**config.mk**
```make
export PLATFORM = sky130hd
export DESIGN_NAME = uart_tx_fifo
export DESIGN_NICKNAME = d
export VERILOG_FILES = /design/src/rtl/uart_tx_fifo.sv
export SDC_FILE = /design/constraint.sdc
export NUM_CORES = 1
export LEC_CHECK = 0
export ABC_AREA = 1
export BUFFER_PORTS_ARGS = -buffer_cell sky130_fd_sc_hd__buf_4
export CAP_MARGIN = 25
export CORE_ASPECT_RATIO = 1.75
export CORE_MARGIN = 10
export CORE_UTILIZATION = 47
export DETAILED_ROUTE_END_ITERATION = 16
export GPL_TIMING_DRIVEN = 0
export SETUP_SLACK_MARGIN = 0.4
export SYNTH_ARGS = -nofsm -noshare
export SYNTH_HDL_FRONTEND = slang
export SYNTH_SLANG_ARGS = --single-unit
```
**constraint.sdc**
```tcl
create_clock -name i_clk -period 3.4 [get_ports i_clk]
set_clock_uncertainty 0.1 [all_clocks]
set_input_delay 0.17 -clock i_clk [delete_from_list [all_inputs] [get_ports i_clk]]
set_output_delay 0.17 -clock i_clk [all_outputs]
set_load 0.005 [all_outputs]
```
**src/rtl/uart_tx_fifo.sv**
```systemverilog
//==============================================================================
// Module   : uart_tx_fifo
// Purpose  : FIFO-buffered UART transmitter, 5..8 data bits, optional parity,
//            1/2 stop bits, run-time divisor. UART_TX_BREAK_EN adds i_break.
// Revision : 1.0 - initial release
//==============================================================================
`default_nettype none

module uart_tx_fifo #(
    parameter int DATA_BITS = 8,
    parameter int DIV_WID   = 16,
    parameter int FIFO_AW   = 4
) (
    input  logic                 i_clk,
    input  logic                 i_rst_n,
    input  logic [DATA_BITS-1:0] i_data,
    input  logic                 i_wr,
    input  logic [DIV_WID-1:0]   i_div,
    input  logic [1:0]           i_par_mode,
    input  logic                 i_stop2,
`ifdef UART_TX_BREAK_EN
    input  logic                 i_break,
`endif
    output logic                 o_uart_tx,
    output logic                 o_busy,
    output logic                 o_full,
    output logic                 o_empty,
    output logic [FIFO_AW:0]     o_level,
    output logic                 o_overflow
);

    localparam logic [FIFO_AW:0] c_depth    = {1'b1, {FIFO_AW{1'b0}}};
    localparam logic [3:0]       c_last_bit = 4'(DATA_BITS - 1);

    localparam logic [2:0] c_st_idle   = 3'd0;
    localparam logic [2:0] c_st_start  = 3'd1;
    localparam logic [2:0] c_st_data   = 3'd2;
    localparam logic [2:0] c_st_parity = 3'd3;
    localparam logic [2:0] c_st_stop   = 3'd4;
`ifdef UART_TX_BREAK_EN
    localparam logic [2:0] c_st_break  = 3'd5;
`endif

    logic [DATA_BITS-1:0] r_mem [0:(1<<FIFO_AW)-1];
    logic [FIFO_AW-1:0]   r_wr_ptr;
    logic [FIFO_AW-1:0]   r_rd_ptr;
    logic [FIFO_AW:0]     r_level;
    logic                 r_overflow;

    logic [2:0]           r_state;
    logic                 r_tx;
    logic                 r_busy;
    logic [DATA_BITS-1:0] r_shift;
    logic [3:0]           r_bit_cnt;
    logic [DIV_WID-1:0]   r_div_cnt;
    logic [DIV_WID-1:0]   r_div;
    logic                 r_par_en;
    logic                 r_par_odd;
    logic                 r_parity;
    logic                 r_stop2;

    logic                 w_full;
    logic                 w_empty;
    logic                 w_push;
    logic                 w_pop;
    logic                 w_bit_end;
    logic                 w_frame_done;
    logic                 w_start_ok;
    logic [DATA_BITS-1:0] w_head;

    assign w_full       = (r_level == c_depth);
    assign w_empty      = (r_level == '0);
    assign w_push       = i_wr & ~w_full;
    assign w_bit_end    = (r_div_cnt == '0);
    assign w_frame_done = (r_state == c_st_stop) & w_bit_end & ~(r_stop2 & (r_bit_cnt == 4'd0));
    assign w_start_ok   = (r_state == c_st_idle) | w_frame_done;
    assign w_head       = r_mem[r_rd_ptr];

`ifdef UART_TX_BREAK_EN
    logic w_brk_enter;
    assign w_brk_enter = w_start_ok & i_break;
    assign w_pop       = w_start_ok & ~w_empty & ~i_break;
`else
    assign w_pop       = w_start_ok & ~w_empty;
`endif

    always_ff @(posedge i_clk) begin
        if (w_push) begin
            r_mem[r_wr_ptr] <= i_data;
        end
    end

    always_ff @(posedge i_clk or negedge i_rst_n) begin
        if (!i_rst_n) begin
            r_wr_ptr   <= '0;
            r_rd_ptr   <= '0;
            r_level    <= '0;
            r_overflow <= 1'b0;
        end else begin
            r_overflow <= i_wr & w_full;
            if (w_push) begin
                r_wr_ptr <= r_wr_ptr + FIFO_AW'(1);
            end
            if (w_pop) begin
                r_rd_ptr <= r_rd_ptr + FIFO_AW'(1);
            end
            if (w_push && !w_pop) begin
                r_level <= r_level + (FIFO_AW+1)'(1);
            end else if (!w_push && w_pop) begin
                r_level <= r_level - (FIFO_AW+1)'(1);
            end
        end
    end

    always_ff @(posedge i_clk or negedge i_rst_n) begin
        if (!i_rst_n) begin
            r_state   <= c_st_idle;
            r_tx      <= 1'b1;
            r_busy    <= 1'b0;
            r_shift   <= '0;
            r_bit_cnt <= '0;
            r_div_cnt <= '0;
            r_div     <= '0;
            r_par_en  <= 1'b0;
            r_par_odd <= 1'b0;
            r_parity  <= 1'b0;
            r_stop2   <= 1'b0;
        end else begin
            if (r_state != c_st_idle && !w_bit_end) begin
                r_div_cnt <= r_div_cnt - DIV_WID'(1);
            end
            case (r_state)
                c_st_start: if (w_bit_end) begin
                    r_state   <= c_st_data;
                    r_tx      <= r_shift[0];
                    r_shift   <= r_shift >> 1;
                    r_bit_cnt <= '0;
                    r_div_cnt <= r_div;
                end
                c_st_data: if (w_bit_end) begin
                    r_div_cnt <= r_div;
                    if (r_bit_cnt == c_last_bit) begin
                        r_bit_cnt <= '0;
                        if (r_par_en) begin
                            r_state <= c_st_parity;
                            r_tx    <= r_parity ^ r_par_odd;
                        end else begin
                            r_state <= c_st_stop;
                            r_tx    <= 1'b1;
                        end
                    end else begin
                        r_tx      <= r_shift[0];
                        r_shift   <= r_shift >> 1;
                        r_bit_cnt <= r_bit_cnt + 4'd1;
                    end
                end
                c_st_parity: if (w_bit_end) begin
                    r_state   <= c_st_stop;
                    r_tx      <= 1'b1;
                    r_div_cnt <= r_div;
                end
                // r_bit_cnt marks the second stop bit when two are configured
                c_st_stop: if (w_bit_end) begin
                    if (r_stop2 && r_bit_cnt == 4'd0) begin
                        r_bit_cnt <= 4'd1;
                        r_div_cnt <= r_div;
                    end else begin
                        r_state <= c_st_idle;
                        r_busy  <= 1'b0;
                    end
                end
`ifdef UART_TX_BREAK_EN
                // Release reuses a single stop bit as the mandatory idle bit time
                c_st_break: if (!i_break) begin
                    r_state   <= c_st_stop;
                    r_tx      <= 1'b1;
                    r_div_cnt <= r_div;
                    r_bit_cnt <= '0;
                end
`endif
                default: ;
            endcase

            if (w_pop) begin
                r_state   <= c_st_start;
                r_tx      <= 1'b0;
                r_busy    <= 1'b1;
                r_shift   <= w_head;
                r_parity  <= ^w_head;
                r_div     <= i_div;
                r_div_cnt <= i_div;
                r_par_en  <= (i_par_mode == 2'b01) || (i_par_mode == 2'b10);
                r_par_odd <= (i_par_mode == 2'b10);
                r_stop2   <= i_stop2;
                r_bit_cnt <= '0;
            end
`ifdef UART_TX_BREAK_EN
            else if (w_brk_enter) begin
                r_state   <= c_st_break;
                r_tx      <= 1'b0;
                r_busy    <= 1'b1;
                r_div     <= i_div;
                r_div_cnt <= i_div;
                r_stop2   <= 1'b0;
                r_bit_cnt <= '0;
            end
`endif
        end
    end

    assign o_uart_tx  = r_tx;
    assign o_busy     = r_busy;
    assign o_full     = w_full;
    assign o_empty    = w_empty;
    assign o_level    = r_level;
    assign o_overflow = r_overflow;

endmodule

`default_nettype wire
```
==> run_results.csv <==
group,metric,value,unit
place,dpl.hpwl,17300,µm
global_routing,grt_start_max_net_pins,68,
clock_network,tritoncts,"done",
sta,fraction_of_the_cycle_the_final_worst_path_needs,85.1,%
die,num_rows,67,
logic_synthesis,netlist-cell-type-count,41,
worst_setup_path,critical_path.cell_chain,"inv_2 > ha_4 > nand2_4 > nor3_4 > nand4_4 > o21ai_2 > nand2_4 > buf_12 > buf_12 > ha_4 > inv_4 > ha_4 > a21o_1 > a21oi_2 > nand2_1 > nand2_1 > nor2_1 > xor2_1",
sta,finalSetupViolations,0,
worst_setup_path,crit_fanout,10,
logic_synthesis,synthArstFlopShare,34.4,%
logic_synthesis,netlist.top_cell.by_area,"edfxtp_1",
power_and_ir_drop,power.net_switching,4.34,mW
power_and_ir_drop,cellInternalPower,5.98,mW
clock_network,maximum_root_to_sink_buffer_count,2,
drt,postRouteAntennaNets,0,
logic_synthesis,post_synth_instance_area,9160,µm²
worst_setup_path,crit_type,"flip-flop to flip-flop",
worst_hold_path,min-delay-path-class,"input port to flip-flop",
global_routing,track_usage,19.1,%
cells_and_area,antenna-diode-count,0,
global_routing,grt_antenna_before_repair,0,
logic_synthesis,post_synth_main_area_contributors,"edfxtp_1, dfrtp_1, nand2_1",
die,floorplan.initialDensity,47.7,%
power_and_ir_drop,cellLeakagePower,4.71,nW
logic_synthesis,post_synth_inst_count,965,
clock_network,clk_transition_reported_paths,0.07,ns
logic_synthesis,ys_dominant_reg_cell,"edfxtp_1",
die,dieArea,25700,µm²
die,boundaryPins,40,
global_routing,overflow,0,
worst_setup_path,crit_path_max_incr_delay,0.41,ns
clock_network,cts_inserted_buffers,17,
sta,hold_viol_final,0,
sta,final-max-slew-violation-count,0,
logic_synthesis,yosysWarnings,0,
sta,final.min_clock_period,2.89,ns
worst_setup_path,cp_data_required_time,3.62,ns
clock_network,root_buffer,"clkbuf_16",
worst_setup_path,timing.critical_path.arrival,3.11,ns
sta,grt_setup_unrepaired,"false",
sta,setup_total_negative_slack,0,ns
die,placeableCoreArea,19200,µm²
drt,detail_route.wl_per_cell,18.3,µm
worst_setup_path,cp_top_family,"simple AND/OR/NAND/NOR gates",
sta,achievable-frequency,346,MHz
drt,dr.first_iter.drc_count,484,
worst_setup_path,critPathCaptureType,"flip-flop",
power_and_ir_drop,totalPowerFinal,10.3,mW
logic_synthesis,yosys.area.top_type_share,42.0,%
drt,firstDrtPassIters,5,
clock_network,cts.htree.levels,4,
place,buffer_ports.inserted,39,
power_and_ir_drop,net_switching_share_of_the_total_power,42.0,%
sta,worst_slew_margin_rel,41.2,%
worst_setup_path,kind_of_start_point_of_the_critical_path,"flip-flop",
logic_synthesis,synth-edff-count,128,
logic_synthesis,syn-mean-instance-area,9.49,µm²
die,chipWidth,126,µm
cells_and_area,filler_cell_count,1735,
drt,via_per_inst,5.13,
clock_network,clkLatencyLatePin,0.44,ns
die,vertical_die_dimension,205,µm
place,place_area,9780,µm²
logic_synthesis,synth.top_cells.by_count,"nand2_1, edfxtp_1, nor2_1",
power_and_ir_drop,pwr-share-comb,46.6,%
worst_setup_path,crit_top_cell,"ha_4",
power_and_ir_drop,peakVddDrop,473,µV
cells_and_area,final_net_count,1111,
power_and_ir_drop,clk_pwr_share,20.6,%
logic_synthesis,synth.ff_latch_count,195,
power_and_ir_drop,power_density,947,nW/µm²
power_and_ir_drop,power.sequential.fraction,32.9,%
logic_synthesis,yosys.cell_count.top_type,"nand2_1",
cells_and_area,postLayoutCellArea,10900,µm²
clock_network,cts.sinks,195,
cells_and_area,syn_to_final_growth,19.0,%
place,final_weighted_congestion_of_routability_driven_global_placement,0.900,
global_routing,grt_pass1_vias,6872,
run_status,status,"complete, no violations",
worst_setup_path,crit_buf_inv,4,
sta,worst_slew_pin_slew,0.882,ns
flow_run,timing.max_cap.violations,0,
logic_synthesis,synth_nets,1009,
worst_setup_path,crit_slowest_cell,"dfrtp_1",
drt,via_count,6775,
drt,drt_drc_violations_left,0,
cells_and_area,share_of_post_route_cells_with_drive_strength_above_1,17.2,%
global_routing,grt_first_pass_wirelength,37400,µm
logic_synthesis,seq_total_area_yosys,60.3,%
drt,finalWirelength,24200,µm
layout make-up:
class                           count  area, µm²  share of cell area [%]
Sequential cell                   195       5530                    50.7
Multi-Input combinational cell    650       3170                    29.1
Timing Repair Buffer               83        693                    6.36
Clock buffer                       18        429                    3.94
Inverter                           89        342                    3.13
Tap cell                          241        302                    2.77
Buffer                             31        253                    2.32
Clock inverter                     14        185                    1.70
stage by stage:
| step | hold WS, ns | utilization, % | instances | setup WS [ns] |
|---|---|---|---|---|
| CTS | 0.00214 | 56.2 | 1311 | 0.412 |
| floorplan | -0.226 | - | 965 | 0.412 |
| global route | 0.00814 | 56.8 | 1321 | 0.386 |
| detailed placement | 0.249 | 50.9 | 1245 | 0.0106 |
| finish | 0.0209 | 56.8 | 1321 | 0.508 |
| global placement | 0.238 | 50.9 | 1245 | 0.0135 |
repair_timing:
action,4_1_cts,5_1_grt
pin swaps,6,9
gates resized for setup,15,10
gates cloned,0,0
hold buffers,28,0
endpoints found under the setup margin,3,2
endpoints found under the hold margin,210,0
setup buffers,6,10
registers in the layout, summed over array words and instances (netlist names):
signal / count
r_mem: 128
r_div: 16
r_div_cnt: 16
r_shift: 8
o_level: 5
r_bit_cnt: 4
r_rd_ptr: 4
r_wr_ptr: 4
r_state: 3
o_busy: 1
o_overflow: 1
o_uart_tx: 1
r_par_en: 1
r_par_odd: 1
r_parity: 1
r_stop2: 1
cell usage in the layout (no fill, tap or decap), drive strengths merged:
cell         synthesis  final
nand2              322    322
edfxtp             128    128
nor2               116    116
inv                 85     86
buf                 30     85
dfrtp               66     66
o21ai               60     60
nand3               59     59
dlygate4sd3          0     28
a21oi               24     24
clkbuf               1     19
xor2                18     18
ha                  13     13
nand4               10     10
clkinvlp             0      7
o211ai               6      6
nor3                 6      6
clkinv               4      6
a31oi                5      5
bufinv               0      4
xnor2                3      3
a21o                 2      2
nor4                 1      1
o221ai               1      1
or2                  1      1
o31ai                1      1
o22ai                1      1
fa                   1      1
dfstp                1      1
worst paths after layout:
kind	end	slack, ns	start	cells past startpoint
setup / recovery	o_level[4]	0.51	r_div_cnt[1]	18
hold / removal	r_mem[10][4]	0.02	i_data[4]	1
setup reg to reg	o_level[4]	0.51	r_div_cnt[1]	18
hold reg to reg	r_div[4]	0.37	r_div[4]	2
max in group asynchronous	o_level[1]	2.28	i_rst_n	2
min in group asynchronous	r_bit_cnt[2]	0.28	i_rst_n	2
worst register-to-register path, delay by kind of cell, from the launching register on:
kind	cells	cell delay [ns]
simple gates	7	0.65
compound gates	3	0.53
flops	1	0.41
buf+inv	4	0.45
fa+ha+maj	3	0.52
xor+xnor	1	0.13
layer usage:
layer | wire length [µm] | global-route usage, %
met1 | 8960 | 19.0
met2 | 12900 | 34.8
met3 | 694 | 3.18
met4 | 1590 | 13.8
met5 | 0 | 0
power groups by stage:
| stage | sequential, mW | clock, mW | combinational [mW] |
|---|---|---|---|
| floorplan | 3.35 | 0 | 3.22 |
| global placement | 3.42 | 0 | 4.49 |
| detailed placement | 3.43 | 0 | 4.54 |
| CTS | 3.38 | 2.15 | 4.72 |
| global route | 3.44 | 2.26 | 5.38 |
| finish | 3.39 | 2.13 | 4.81 |
logic make-up (layout without fill, tap and decap cells):
| group | after synthesis | in the layout | synth area share, % |
|---|---|---|---|
| AOI/OAI and AO/OA | 100 | 100 | 6.35 |
| and+or+nand+nor | 515 | 515 | 23.2 |
| DFF | 195 | 195 | 60.3 |
| adders and majority gates | 14 | 14 | 1.99 |
| buffers and inverters | 120 | 235 | 6.09 |
| xor gates and xnor gates | 21 | 21 | 2.09 |
Power figures use the tool's default switching activity.
